`src/rtl/uart_cmd_bridge_if.sv`:
```
// uart_cmd_bridge_if
//   Command/response channel between a host and uart_cmd_bridge.
//   cmd        : command packet (MSB = write(1)/read(0), header in top bytes,
//                payload in low DATA_BYTES bytes)
//   uart_valid : host presents a command
//   uart_ready : bridge can take a command
//   read_data  : assembled read response
//   read_valid : one-cycle pulse, read_data/read_err valid
//   read_err   : the read response timed out
//   master = host side, slave = bridge side.
interface uart_cmd_bridge_if #(
  parameter int DATA_WIDTH = 8,
  parameter int CMD_BYTES  = 2,
  parameter int DATA_BYTES = 1
);
  logic [CMD_BYTES*DATA_WIDTH-1:0]  cmd;
  logic                             uart_valid;
  logic                             uart_ready;
  logic [DATA_BYTES*DATA_WIDTH-1:0] read_data;
  logic                             read_valid;
  logic                             read_err;

  modport master (
    output cmd, uart_valid,
    input  uart_ready, read_data, read_valid, read_err
  );

  modport slave (
    input  cmd, uart_valid,
    output uart_ready, read_data, read_valid, read_err
  );
endinterface

```
`src/rtl/uart_cmd_bridge.sv`:
```
// uart_cmd_bridge
//   Serialises a command packet onto a byte-wide UART transmitter, most
//   significant byte first. Writes send the whole packet; reads send only the
//   header and then collect DATA_BYTES response bytes from the receiver, with a
//   per-byte timeout.
//   clk, rst_n        : single clock, asynchronous active-low reset
//   bus (slave)       : command in, read response out
//   tx_data / tx_en   : byte and one-cycle send strobe to the transmitter
//   tx_done           : transmitter finished the byte (pulse)
//   rx_data / rx_done : received byte and its one-cycle valid pulse
module uart_cmd_bridge #(
  parameter int DATA_WIDTH     = 8,
  parameter int CMD_BYTES      = 2,
  parameter int DATA_BYTES     = 1,
  parameter int TIMEOUT_CYCLES = 50_000
) (
  input  logic                   clk,
  input  logic                   rst_n,
  uart_cmd_bridge_if.slave       bus,
  output logic [DATA_WIDTH-1:0]  tx_data,
  output logic                   tx_en,
  input  logic                   tx_done,
  input  logic [DATA_WIDTH-1:0]  rx_data,
  input  logic                   rx_done
);

  localparam int HDR_BYTES = CMD_BYTES - DATA_BYTES;
  localparam int CW        = CMD_BYTES * DATA_WIDTH;
  localparam int RW        = DATA_BYTES * DATA_WIDTH;
  localparam int CNT_W     = $clog2(CMD_BYTES + 1);
  localparam int TO_W      = $clog2(TIMEOUT_CYCLES) + 1;

  localparam logic [CNT_W-1:0] CNT_WR   = CNT_W'(CMD_BYTES);
  localparam logic [CNT_W-1:0] CNT_RD   = CNT_W'(HDR_BYTES);
  localparam logic [CNT_W-1:0] CNT_RESP = CNT_W'(DATA_BYTES);
  localparam logic [CNT_W-1:0] CNT_ONE  = CNT_W'(1);
  localparam logic [CNT_W-1:0] CNT_ZERO = CNT_W'(0);
  localparam logic [TO_W-1:0]  TO_LAST  = TO_W'(TIMEOUT_CYCLES - 1);
  localparam logic [TO_W-1:0]  TO_ONE   = TO_W'(1);
  localparam logic [TO_W-1:0]  TO_ZERO  = TO_W'(0);

  localparam logic [1:0] S_IDLE    = 2'd0;
  localparam logic [1:0] S_SEND    = 2'd1;
  localparam logic [1:0] S_WAIT_TX = 2'd2;
  localparam logic [1:0] S_WAIT_RX = 2'd3;

  logic [1:0]            state_q,     state_d;
  logic [CW-1:0]         shift_q,     shift_d;
  logic                  wr_q,        wr_d;
  logic [CNT_W-1:0]      cnt_q,       cnt_d;
  logic [TO_W-1:0]       to_q,        to_d;
  logic [RW-1:0]         resp_q,      resp_d;
  logic [DATA_WIDTH-1:0] tx_data_q,   tx_data_d;
  logic                  tx_en_q,     tx_en_d;
  logic [RW-1:0]         rd_data_q,   rd_data_d;
  logic                  rd_valid_q,  rd_valid_d;
  logic                  rd_err_q,    rd_err_d;

  logic [CNT_W-1:0]      cnt_dec;
  logic [RW-1:0]         resp_next;

  assign cnt_dec   = cnt_q - CNT_ONE;
  // First received byte ends up most significant once all bytes are in.
  assign resp_next = (resp_q << DATA_WIDTH) | RW'(rx_data);

  // Next-state and datapath decisions for the bridge FSM.
  always_comb begin
    state_d    = state_q;
    shift_d    = shift_q;
    wr_d       = wr_q;
    cnt_d      = cnt_q;
    to_d       = to_q;
    resp_d     = resp_q;
    tx_data_d  = tx_data_q;
    tx_en_d    = 1'b0;
    rd_data_d  = rd_data_q;
    rd_valid_d = 1'b0;
    rd_err_d   = rd_err_q;

    case (state_q)
      S_IDLE: begin
        if (bus.uart_valid) begin
          // tx_en/tx_data are loaded on entry so the strobe lines up with SEND.
          state_d   = S_SEND;
          wr_d      = bus.cmd[CW-1];
          cnt_d     = bus.cmd[CW-1] ? CNT_WR : CNT_RD;
          tx_data_d = bus.cmd[CW-1 -: DATA_WIDTH];
          shift_d   = bus.cmd << DATA_WIDTH;
          tx_en_d   = 1'b1;
        end else begin
          state_d = S_IDLE;
        end
      end

      S_SEND: begin
        state_d = S_WAIT_TX;
      end

      S_WAIT_TX: begin
        if (tx_done) begin
          cnt_d = cnt_dec;
          if (cnt_dec != CNT_ZERO) begin
            state_d   = S_SEND;
            tx_data_d = shift_q[CW-1 -: DATA_WIDTH];
            shift_d   = shift_q << DATA_WIDTH;
            tx_en_d   = 1'b1;
          end else if (wr_q) begin
            state_d = S_IDLE;
          end else begin
            state_d = S_WAIT_RX;
            cnt_d   = CNT_RESP;
            to_d    = TO_ZERO;
            resp_d  = {RW{1'b0}};
          end
        end else begin
          state_d = S_WAIT_TX;
        end
      end

      S_WAIT_RX: begin
        // A byte arriving on the last allowed cycle still counts as success.
        if (rx_done) begin
          resp_d = resp_next;
          cnt_d  = cnt_dec;
          to_d   = TO_ZERO;
          if (cnt_q == CNT_ONE) begin
            state_d    = S_IDLE;
            rd_data_d  = resp_next;
            rd_valid_d = 1'b1;
            rd_err_d   = 1'b0;
          end else begin
            state_d = S_WAIT_RX;
          end
        end else if (to_q == TO_LAST) begin
          state_d    = S_IDLE;
          to_d       = TO_ZERO;
          rd_data_d  = {RW{1'b0}};
          rd_valid_d = 1'b1;
          rd_err_d   = 1'b1;
        end else begin
          state_d = S_WAIT_RX;
          to_d    = to_q + TO_ONE;
        end
      end

      default: begin
        state_d = S_IDLE;
      end
    endcase
  end

  // State, datapath and registered output flops.
  always_ff @(posedge clk or negedge rst_n) begin
    if (!rst_n) begin
      state_q    <= S_IDLE;
      shift_q    <= {CW{1'b0}};
      wr_q       <= 1'b0;
      cnt_q      <= CNT_ZERO;
      to_q       <= TO_ZERO;
      resp_q     <= {RW{1'b0}};
      tx_data_q  <= {DATA_WIDTH{1'b0}};
      tx_en_q    <= 1'b0;
      rd_data_q  <= {RW{1'b0}};
      rd_valid_q <= 1'b0;
      rd_err_q   <= 1'b0;
    end else begin
      state_q    <= state_d;
      shift_q    <= shift_d;
      wr_q       <= wr_d;
      cnt_q      <= cnt_d;
      to_q       <= to_d;
      resp_q     <= resp_d;
      tx_data_q  <= tx_data_d;
      tx_en_q    <= tx_en_d;
      rd_data_q  <= rd_data_d;
      rd_valid_q <= rd_valid_d;
      rd_err_q   <= rd_err_d;
    end
  end

  assign bus.uart_ready = (state_q == S_IDLE);
  assign bus.read_data  = rd_data_q;
  assign bus.read_valid = rd_valid_q;
  assign bus.read_err   = rd_err_q;
  assign tx_data        = tx_data_q;
  assign tx_en          = tx_en_q;

endmodule

```
`src/flat_wrapper.sv`:
```
// flat-port wrapper written by rule: the top's interface ports become plain ports
module uart_cmd_bridge_flat 
#(
  parameter int DATA_WIDTH     = 8,
  parameter int CMD_BYTES      = 2,
  parameter int DATA_BYTES     = 1,
  parameter int TIMEOUT_CYCLES = 50_000
)
  (clk, rst_n, tx_data, tx_en, tx_done, rx_data, rx_done, bus_cmd, bus_uart_valid, bus_uart_ready, bus_read_data, bus_read_valid, bus_read_err);
  uart_cmd_bridge_if #(.DATA_WIDTH(DATA_WIDTH), .CMD_BYTES(CMD_BYTES), .DATA_BYTES(DATA_BYTES)) bus_i ();
  input  logic clk;
  input  logic rst_n;
  output logic [DATA_WIDTH-1:0] tx_data;
  output logic tx_en;
  input  logic tx_done;
  input  logic [DATA_WIDTH-1:0] rx_data;
  input  logic rx_done;
  input wire logic [$bits(bus_i.cmd)-1:0] bus_cmd;
  input wire logic [$bits(bus_i.uart_valid)-1:0] bus_uart_valid;
  output wire logic [$bits(bus_i.uart_ready)-1:0] bus_uart_ready;
  output wire logic [$bits(bus_i.read_data)-1:0] bus_read_data;
  output wire logic [$bits(bus_i.read_valid)-1:0] bus_read_valid;
  output wire logic [$bits(bus_i.read_err)-1:0] bus_read_err;
  assign bus_i.cmd = bus_cmd;
  assign bus_i.uart_valid = bus_uart_valid;
  assign bus_uart_ready = bus_i.uart_ready;
  assign bus_read_data = bus_i.read_data;
  assign bus_read_valid = bus_i.read_valid;
  assign bus_read_err = bus_i.read_err;
  uart_cmd_bridge #(.DATA_WIDTH(DATA_WIDTH), .CMD_BYTES(CMD_BYTES), .DATA_BYTES(DATA_BYTES), .TIMEOUT_CYCLES(TIMEOUT_CYCLES)) u_core (.clk(clk), .rst_n(rst_n), .bus(bus_i), .tx_data(tx_data), .tx_en(tx_en), .tx_done(tx_done), .rx_data(rx_data), .rx_done(rx_done));
endmodule
```
`config.mk`:
```
export PLATFORM = sky130hd
export DESIGN_NAME = uart_cmd_bridge_flat
export DESIGN_NICKNAME = d
export VERILOG_FILES = /design/src/rtl/uart_cmd_bridge_if.sv /design/src/rtl/uart_cmd_bridge.sv /design/src/flat_wrapper.sv
export SDC_FILE = /design/constraint.sdc
export NUM_CORES = 1
export LEC_CHECK = 0
export BUFFER_PORTS_ARGS = -buffer_cell sky130_fd_sc_hd__buf_4
export CORE_UTILIZATION = 45
export CTS_BUF_LIST = sky130_fd_sc_hd__clkbuf_8
export CTS_CLUSTER_DIAMETER = 40
export DETAILED_ROUTE_END_ITERATION = 16
export PLACE_DENSITY = 0.67
export SLEW_MARGIN = 20
export SYNTH_ARGS = -nofsm -noshare
export SYNTH_HDL_FRONTEND = slang
export SYNTH_SLANG_ARGS = --single-unit
```
`constraint.sdc`:
```
create_clock -name clk -period 2.2 [get_ports clk]
set_input_delay 0.44 -clock clk [delete_from_list [all_inputs] [get_ports clk]]
set_output_delay 0.44 -clock clk [all_outputs]
set_load 0.005 [all_outputs]
```
==> results of run 1 <==
-- through the flow --
stage / instance area [um2] / power, W / hold WS [ns] / worst slack (ns) / instances
6_report: 3040 / 0.00333 / 0.158 / 0.329 / 375
2_1_floorplan: 2530 / 0.00233 / 0.144 / 0.401 / 262
3_3_place_gp: 2950 / 0.00282 / 0.462 / 0.366 / 367
4_1_cts: 3040 / 0.00337 / 0.170 / 0.325 / 375
5_1_grt: 3040 / 0.00364 / 0.190 / 0.180 / 375
3_5_place_dp: 2950 / 0.00285 / 0.472 / 0.344 / 367
-- placed cells by master, fill, tap and decap left out, types with 2 or more instances in the layout --
master	instances
sky130_fd_sc_hd__a21oi_1	9
sky130_fd_sc_hd__a22o_1	16
sky130_fd_sc_hd__a31oi_1	19
sky130_fd_sc_hd__a41oi_1	4
sky130_fd_sc_hd__and2_1	3
sky130_fd_sc_hd__and3_1	5
sky130_fd_sc_hd__and4_1	2
sky130_fd_sc_hd__buf_4	54
sky130_fd_sc_hd__clkbuf_8	5
sky130_fd_sc_hd__dfrtp_1	49
sky130_fd_sc_hd__ha_1	2
sky130_fd_sc_hd__inv_1	15
sky130_fd_sc_hd__mux2_2	4
sky130_fd_sc_hd__mux2i_1	10
sky130_fd_sc_hd__nand2_1	27
sky130_fd_sc_hd__nand2b_1	2
sky130_fd_sc_hd__nand3_1	11
sky130_fd_sc_hd__nand3b_1	5
sky130_fd_sc_hd__nand4_1	6
sky130_fd_sc_hd__nor2_1	7
sky130_fd_sc_hd__nor2b_1	2
sky130_fd_sc_hd__nor3_1	2
sky130_fd_sc_hd__nor4_1	2
sky130_fd_sc_hd__o211ai_1	3
sky130_fd_sc_hd__o21a_1	2
sky130_fd_sc_hd__o21ai_0	20
sky130_fd_sc_hd__o22ai_1	2
sky130_fd_sc_hd__or3_1	2
sky130_fd_sc_hd__or4_1	3
-- flip-flops by register name, summed over array words and instances (netlist names) --
register and cells:
u_core.state_q 2, u_core.shift_q 8, u_core.bus.read_valid 1, u_core.bus.read_err 1, u_core.wr_q 1, u_core.bus.read_data 8
u_core.tx_data 8, u_core.to_q 17, u_core.tx_en 1, u_core.cnt_q 2
-- final cells by class --
type | instances | area, um2
fill | 484 | 2230
sequential | 49 | 1230
multi-input combinational | 181 | 1180
timing repair buffer | 54 | 405
tap | 70 | 87.6
clock buffer | 5 | 68.8
inverter | 13 | 48.8
clock inverter | 3 | 15.0
-- cell usage after synthesis --
library cell                n  area, um2
sky130_fd_sc_hd__nor3_1     2       10.0
sky130_fd_sc_hd__or4_1      3       22.5
sky130_fd_sc_hd__a31oi_1   19        119
sky130_fd_sc_hd__nor4b_1    1       8.76
sky130_fd_sc_hd__dfrtp_1   49       1230
sky130_fd_sc_hd__nand2b_1   2       12.5
sky130_fd_sc_hd__a41oi_1    5       43.8
sky130_fd_sc_hd__o211ai_1   3       22.5
sky130_fd_sc_hd__mux2_2     4       45.0
sky130_fd_sc_hd__or3_1      2       12.5
sky130_fd_sc_hd__nand4_1    6       37.5
sky130_fd_sc_hd__and3_1     5       31.3
sky130_fd_sc_hd__clkbuf_1  13       48.8
sky130_fd_sc_hd__nor4_4     1       21.3
sky130_fd_sc_hd__nor4_1     2       12.5
sky130_fd_sc_hd__a22o_1    16        140
sky130_fd_sc_hd__o311ai_0   1       8.76
sky130_fd_sc_hd__ha_1       2       25.0
sky130_fd_sc_hd__or4_4      1       11.3
sky130_fd_sc_hd__nor2b_1    2       12.5
sky130_fd_sc_hd__nand3b_1   5       37.5
sky130_fd_sc_hd__and4_1     2       17.5
sky130_fd_sc_hd__mux2i_1   10        100
sky130_fd_sc_hd__o21a_1     2       15.0
sky130_fd_sc_hd__o21ai_2    1       8.76
sky130_fd_sc_hd__o21ai_0   20        100
sky130_fd_sc_hd__o22ai_1    2       12.5
sky130_fd_sc_hd__a21oi_1    9       45.0
sky130_fd_sc_hd__a21o_1     1       7.51
sky130_fd_sc_hd__inv_1     13       48.8
sky130_fd_sc_hd__a32o_1     1       10.0
sky130_fd_sc_hd__and4b_1    1       10.0
sky130_fd_sc_hd__nand3_1   11       55.1
sky130_fd_sc_hd__xor2_1     1       8.76
sky130_fd_sc_hd__and2_1     3       18.8
sky130_fd_sc_hd__nor2_1     7       26.3
sky130_fd_sc_hd__nand2_1   27        101
sky130_fd_sc_hd__or2_2      1       6.26
sky130_fd_sc_hd__buf_2      6       30.0
-- cell families after synthesis --
family	count (synthesis)	synth area share (%)
compound gates	80	21.1
xor+xnor	1	0.346
fa+ha+maj	2	0.988
buf+inv	32	5.04
flops	49	48.4
mux	14	5.73
simple gates	84	18.4
-- per-layer routing --
layer | global-route usage (%) | up-vias | wire [um]
met1 | 29.6 | 1016 | 2720
met4 | 6.60 | 0 | 67
met3 | 5.00 | 6 | 298
met2 | 29.7 | 49 | 2510
li1 | - | 1066 | -
met5 | 0 | - | 0
-- path summary, 6_finish.rpt --
kind,from,end,slack [ns],cells past startpoint
worst max-delay path,u_core.to_q[0],u_core.to_q[13],0.33,6
worst min-delay path,rst_n,u_core.bus.read_data[2],0.16,1
worst max register to register,u_core.to_q[0],u_core.to_q[13],0.33,6
worst min register to register,u_core.tx_data[6],u_core.tx_data[6],0.48,2
max in group asynchronous,rst_n,u_core.bus.read_err,1.64,1
min in group clk,bus_cmd[2],u_core.shift_q[10],0.35,2
-- where the power goes --
group	internal (W)	leakage [nW]	switching, W
sequential	0.00119	0.619	0.000219
combinational	0.000709	0.723	0.000709
clock	0.000216	0.0467	0.000293
total	0.00211	1.39	0.00122
==> run summary, run 1 <==
For the worst-skew pair, the clock arrives at the later sink with an insertion delay of 0.30 ns. The number of warnings reported in the yosys synthesis log is 0. At the worst endpoint, the required time is 2.43 ns. The post-synthesis net count is 293. The actual transition at the worst max-transition pin came out at 0.623 ns.

The number of violations reported at the end of detailed-routing iteration 0 is 149. The total global routing overflow is 0. During placement, the flow inserted port buffers numbering 48. The standard-cell row count came out at 26. The worst IR drop on VDD came out at 0.489 mV.

The via density per instance is 5.70. The number of global-route vias before repair came to 1972. The chip height is 77 um. Counting every instance in the synthesized netlist gives 262. The number of violations of the max-capacitance limit came out at 0. The power per standard cell area is 1100 nW/um2. Together, buffers and inverters on the worst path number 1. Counting flops and latches in the post-synthesis netlist gives 49. The mean area per synthesized cell came out at 9.66 um2. The post-route minimum period is 1.87 ns.

The first global-routing pass estimated 9640 um of wire. For this design the static power due to leakage is 1.39 nW. The CTS H-tree depth came out at 2.

CTS placed an instance of sky130_fd_sc_hd__clkbuf_8 at the clock tree root. The initial antenna violation count came out at 0. The overall die area came out at 5930 um2.

CTS saw 49 sinks. The number of endpoints with negative hold slack in the final report came out at 0. The number of nets in the layout is 335. The final-report setup violation count is 0. The fraction of layout cells with a size suffix above 1 came out at 22.6%.

The largest delay contributor family on the critical path is compound AO/OA/AOI/OAI gates. The post-synthesis sequential area ratio is 48.4%. For this run, the detailed router's first-pass iteration total came to 4. Summing every instance area after synthesis gives 2530 um2.

The overall track demand over capacity in global routing came out at 20.4%. The number of max-slew violations in the final report came out at 0. The worst pin sits at a relative slew slack of 58.5%. The synthesis-to-finish area growth came out at 20.0%. The count of nets left with antenna violations once routing finished came out at 0.

The global placement routability congestion came out at 0.855. For this configuration, the core starts out at a cell density of 48.0%. The post-cts resize count is 0.

The routed wirelength normalized by instance count came out at 14.9 um. The startpoint-to-endpoint class of the critical path is flip-flop to flip-flop. The clock-pin slew reported for the worst setup and hold paths after clock tree synthesis is 0.09 ns. The number of remaining DRC errors is 0. Traced cell by cell, the critical path runs through ha_1, and4b_1, a41oi_2, buf_4, a41oi_1, a31oi_1. The floorplan core area came out at 5270 um2.

The worst setup path is launched from a flip-flop. The category of the worst setup path capture point is a flip-flop. The half-perimeter wire length of the detailed placement result is 3820 um.

The number of distinct library cells after synthesis is 39. For this run, the share of the core covered by cells in the final layout is 57.6%. The run finished with clean final reports. The number of antenna diodes in the final layout is 0. The number of buffers inserted for hold repair after clock tree synthesis came out at 0. The post-CTS setup buffer count came out at 0. The worst hold-check path type is input port to async pin. The number of primary I/O pins came out at 49. The total negative setup slack is 0 ns. The maximum clock skew at final layout is 0.00635 ns. The post-detailed-routing wire length came out at 5600 um.

The number of buffers created by CTS is 5. The die outline width came out at 77 um. The highest achievable clock rate is 535 MHz. The data arrival at the endpoint of the critical path came out at 2.10 ns.

Setup repair after global routing left no endpoint under its margin. The total number of vias came out at 2137. The largest net degree at the start of global routing came out at 50. The share of the cycle needed by the critical path after routing is 85.0%.

On the worst path, the slowest cell contributes a delay of 0.42 ns. On the critical path, the stage with the largest delay is an instance of sky130_fd_sc_hd__dfrtp_1. The number of buffers between clock root and the deepest sink came out at 2.

The clock tree from TritonCTS is yes. The highest net fanout along the worst path is 22.
Power figures use the tool's default switching activity.
==> inputs of run 2 (changes only) <==
- CAP_MARGIN: not set -> 10
- REMOVE_ABC_BUFFERS: not set -> 1
==> run summary, run 2 (synthesized netlist as in run 1, its figures left out) <==
In this run the horizontal extent of the chip is 77 um. Traced cell by cell, the critical path runs through ha_1, and4b_1, a41oi_2, buf_4, a31oi_1, a31oi_1. The most numerous cell type found on the critical path is sky130_fd_sc_hd__a31oi_1. The number of max-slew violations in the final report came out at 0.

The number of placed instances, taps included, is 368. The path class of the tightest hold or removal check is input port to async pin. The post-detailed-routing wire length came out at 5690 um. The capturing element of the worst setup path is u_core.to_q[5]. The overall track demand over capacity in global routing is 20.2%. The number of iterations in the first detailed-routing pass came out at 4. The total number of clock tree sinks is 49. The actual transition at the worst max-transition pin is 0.619 ns. The maximum clock skew at final layout is 0.00857 ns.

The post-CTS setup buffer count came out at 0. The share of the cycle needed by the critical path after routing came out at 85.0%. The final instance count without filler cells came out at 376. Tracing the worst setup path back leads to its startpoint at u_core.to_q[0]. For the worst-skew pair, the clock arrives at the later sink with an insertion delay of 0.30 ns. Leaving out fill and tap cells, the most frequent cell in the layout is sky130_fd_sc_hd__buf_4. The completed layout was analyzed and its total power is 0.00349 W.

The cell sitting at the root of the clock tree is a sky130_fd_sc_hd__clkbuf_8. The largest net degree at the start of global routing is 50. The clock-pin slew reported for the worst setup and hold paths after clock tree synthesis came out at 0.09 ns. The half-perimeter wire length of the detailed placement result is 3850 um. 0 antenna diodes ended up in the layout. STA classifies the critical path startpoint as a flip-flop. The total routed wire length on the met1 layer is 2620 um. The register-to-register setup slack came out at 0.33 ns. Summed over all cells, the static leakage comes to 1.41 nW.

During I/O placement, the number of pins put on the boundary was 49. The peak per-stage delay on the critical path is 0.42 ns. The global-route wire length before repair came out at 9530 um. The relative slew slack came out at 58.7%.

The routed wirelength normalized by instance count came out at 15.1 um. The critical path crosses 6 cells after its start point. Counting along the longest clock path gives a buffer depth of 2. The initial antenna violation count came to 0. IR analysis of the VDD net gives a maximum drop of 0.510 mV. The via density per instance came out at 5.72.

The final standard cell utilization of the core came out at 58.3%. TritonCTS built the clock tree. Together, buffers and inverters on the worst path number 1. The starting density of the core is 48.0%. The total number of vias is 2152. The number of buffers created by CTS is 5.

After global routing the overflow that remains totals 0. The tool flagged a number of max-cap violations equal to 0. The end of the worst register-to-register path is u_core.to_q[5]. The post-route antenna net violation count is 0. The number of remaining DRC errors came out at 0. The final-report setup violation count came out at 0.

The number of nets in the layout is 336. The fraction of layout cells with a size suffix above 1 came out at 23.2%. The run finished with clean final reports.

The floorplan step defined a die boundary enclosing 5930 um2. The highest net fanout along the worst path came out at 19. The standard-cell row count came out at 26.

The startpoint identified for the worst register-to-register timing path is u_core.to_q[0]. The number of cells on the worst reg-to-reg path is 6. The routed design uses 298 um of met3 wire.

The post-cts resize count is 0. The CTS H-tree depth came out at 2. Timing would allow up to 535 MHz. The number of endpoints with negative hold slack in the final report is 0. The data arrival at the endpoint of the critical path is 2.08 ns.

Subtracting the final worst setup slack from the clock period gives 1.87 ns. The kind of cell with the highest combined delay along the critical path is compound AO/OA/AOI/OAI gates. The floorplan core area is 5270 um2. The global placement routability congestion came out at 0.847. The number of buffers inserted for hold repair after clock tree synthesis is 0.

Setup repair after global routing left no endpoint under its margin. The number of violations reported at the end of detailed-routing iteration 0 came out at 139. The setup path with the least slack is of type flip-flop to flip-flop.

The highest layer touched by signal routing is met4. The flip-flop count of the largest register after layout is 17. The category of the worst setup path capture point is a flip-flop. In the detailed route, the total length drawn on met2 is 2730 um.

Measured along the y axis, the die boundary spans 77 um. The number of global-route vias before repair is 2040. The required arrival time at the worst endpoint came out at 2.41 ns. The synthesis-to-finish area growth is 21.4%. In the layout the commonest cells are sky130_fd_sc_hd__buf_4, sky130_fd_sc_hd__dfrtp_1, sky130_fd_sc_hd__nand2_1, sky130_fd_sc_hd__o21ai_0, sky130_fd_sc_hd__a31oi_1.

On the critical path, the stage with the largest delay is an instance of sky130_fd_sc_hd__dfrtp_1. The number of buffers inserted by port buffering came out at 48. The power per standard cell area came out at 1140 nW/um2. The register with the most flip-flops in the final layout is u_core.to_q.
==> run 2: cell types whose count changed in the layout (fill, tap and decap cells not counted) <==
cell                         previous run  this run
sky130_fd_sc_hd__buf_4                 54        55
sky130_fd_sc_hd__clkinv_4               0         1
sky130_fd_sc_hd__inv_1                 15        14
sky130_fd_sc_hd__bufinv_16              0         1
sky130_fd_sc_hd__clkinvlp_4             1         0
==> run 2: layout make-up <==
| cell class | count | area (um2) |
|---|---|---|
| fillers | 491 | 2200 |
| clock buffers | 5 | 68.8 |
| well taps | 70 | 87.6 |
| flip-flops and latches | 49 | 1230 |
| clock inverters | 3 | 42.5 |
| inverters | 13 | 48.8 |
| repair buffers | 55 | 413 |
| multi-input cells | 181 | 1180 |
==> run 2: worst register-to-register path, delay by kind of cell (launching register included) <==
kind | cells | cell delay [ns]
fa+ha+maj | 1 | 0.30
simple gates | 1 | 0.27
compound gates | 3 | 0.53
buf+inv | 1 | 0.26
flops | 1 | 0.42
==> run 2: how the worst min path moves through the flow <==
stage,startpoint,endpoint,slack (ns),cells after the start
2_1_floorplan,rst_n,u_core.bus.read_data[0],0.14,0
5_1_grt,rst_n,u_core.bus.read_data[4],0.19,1
6_report,rst_n,u_core.bus.read_data[4],0.14,1
3_5_place_dp,u_core.tx_data[2],u_core.tx_data[2],0.47,2
4_1_cts,rst_n,u_core.bus.read_data[2],0.17,1
3_3_place_gp,u_core.tx_data[2],u_core.tx_data[2],0.46,2
==> run 2: routing by layer <==
| layer | up-vias | global-route usage (%) |
|---|---|---|
| met2 | 65 | 31.9 |
| met3 | 4 | 4.05 |
| met5 | - | 0 |
| met4 | 0 | 7.92 |
| met1 | 1020 | 27.2 |
| li1 | 1063 | - |
==> run 2: stage by stage <==
stage	hold WS (ns)	setup slack, ns	setup TNS, ns	cell area, um2
2_1_floorplan	0.144	-0.486	-4.91	2450
3_3_place_gp	0.464	0.375	0	2960
3_5_place_dp	0.471	0.339	0	2960
4_1_cts	0.165	0.318	0	3070
5_1_grt	0.194	0.133	0	3070
6_report	0.141	0.331	0	3070
==> run 2: power breakdown <==
group / internal [W] / switching, W
logic: 0.000722 / 0.000718
clock network: 0.000337 / 0.000308
registers: 0.00119 / 0.000220
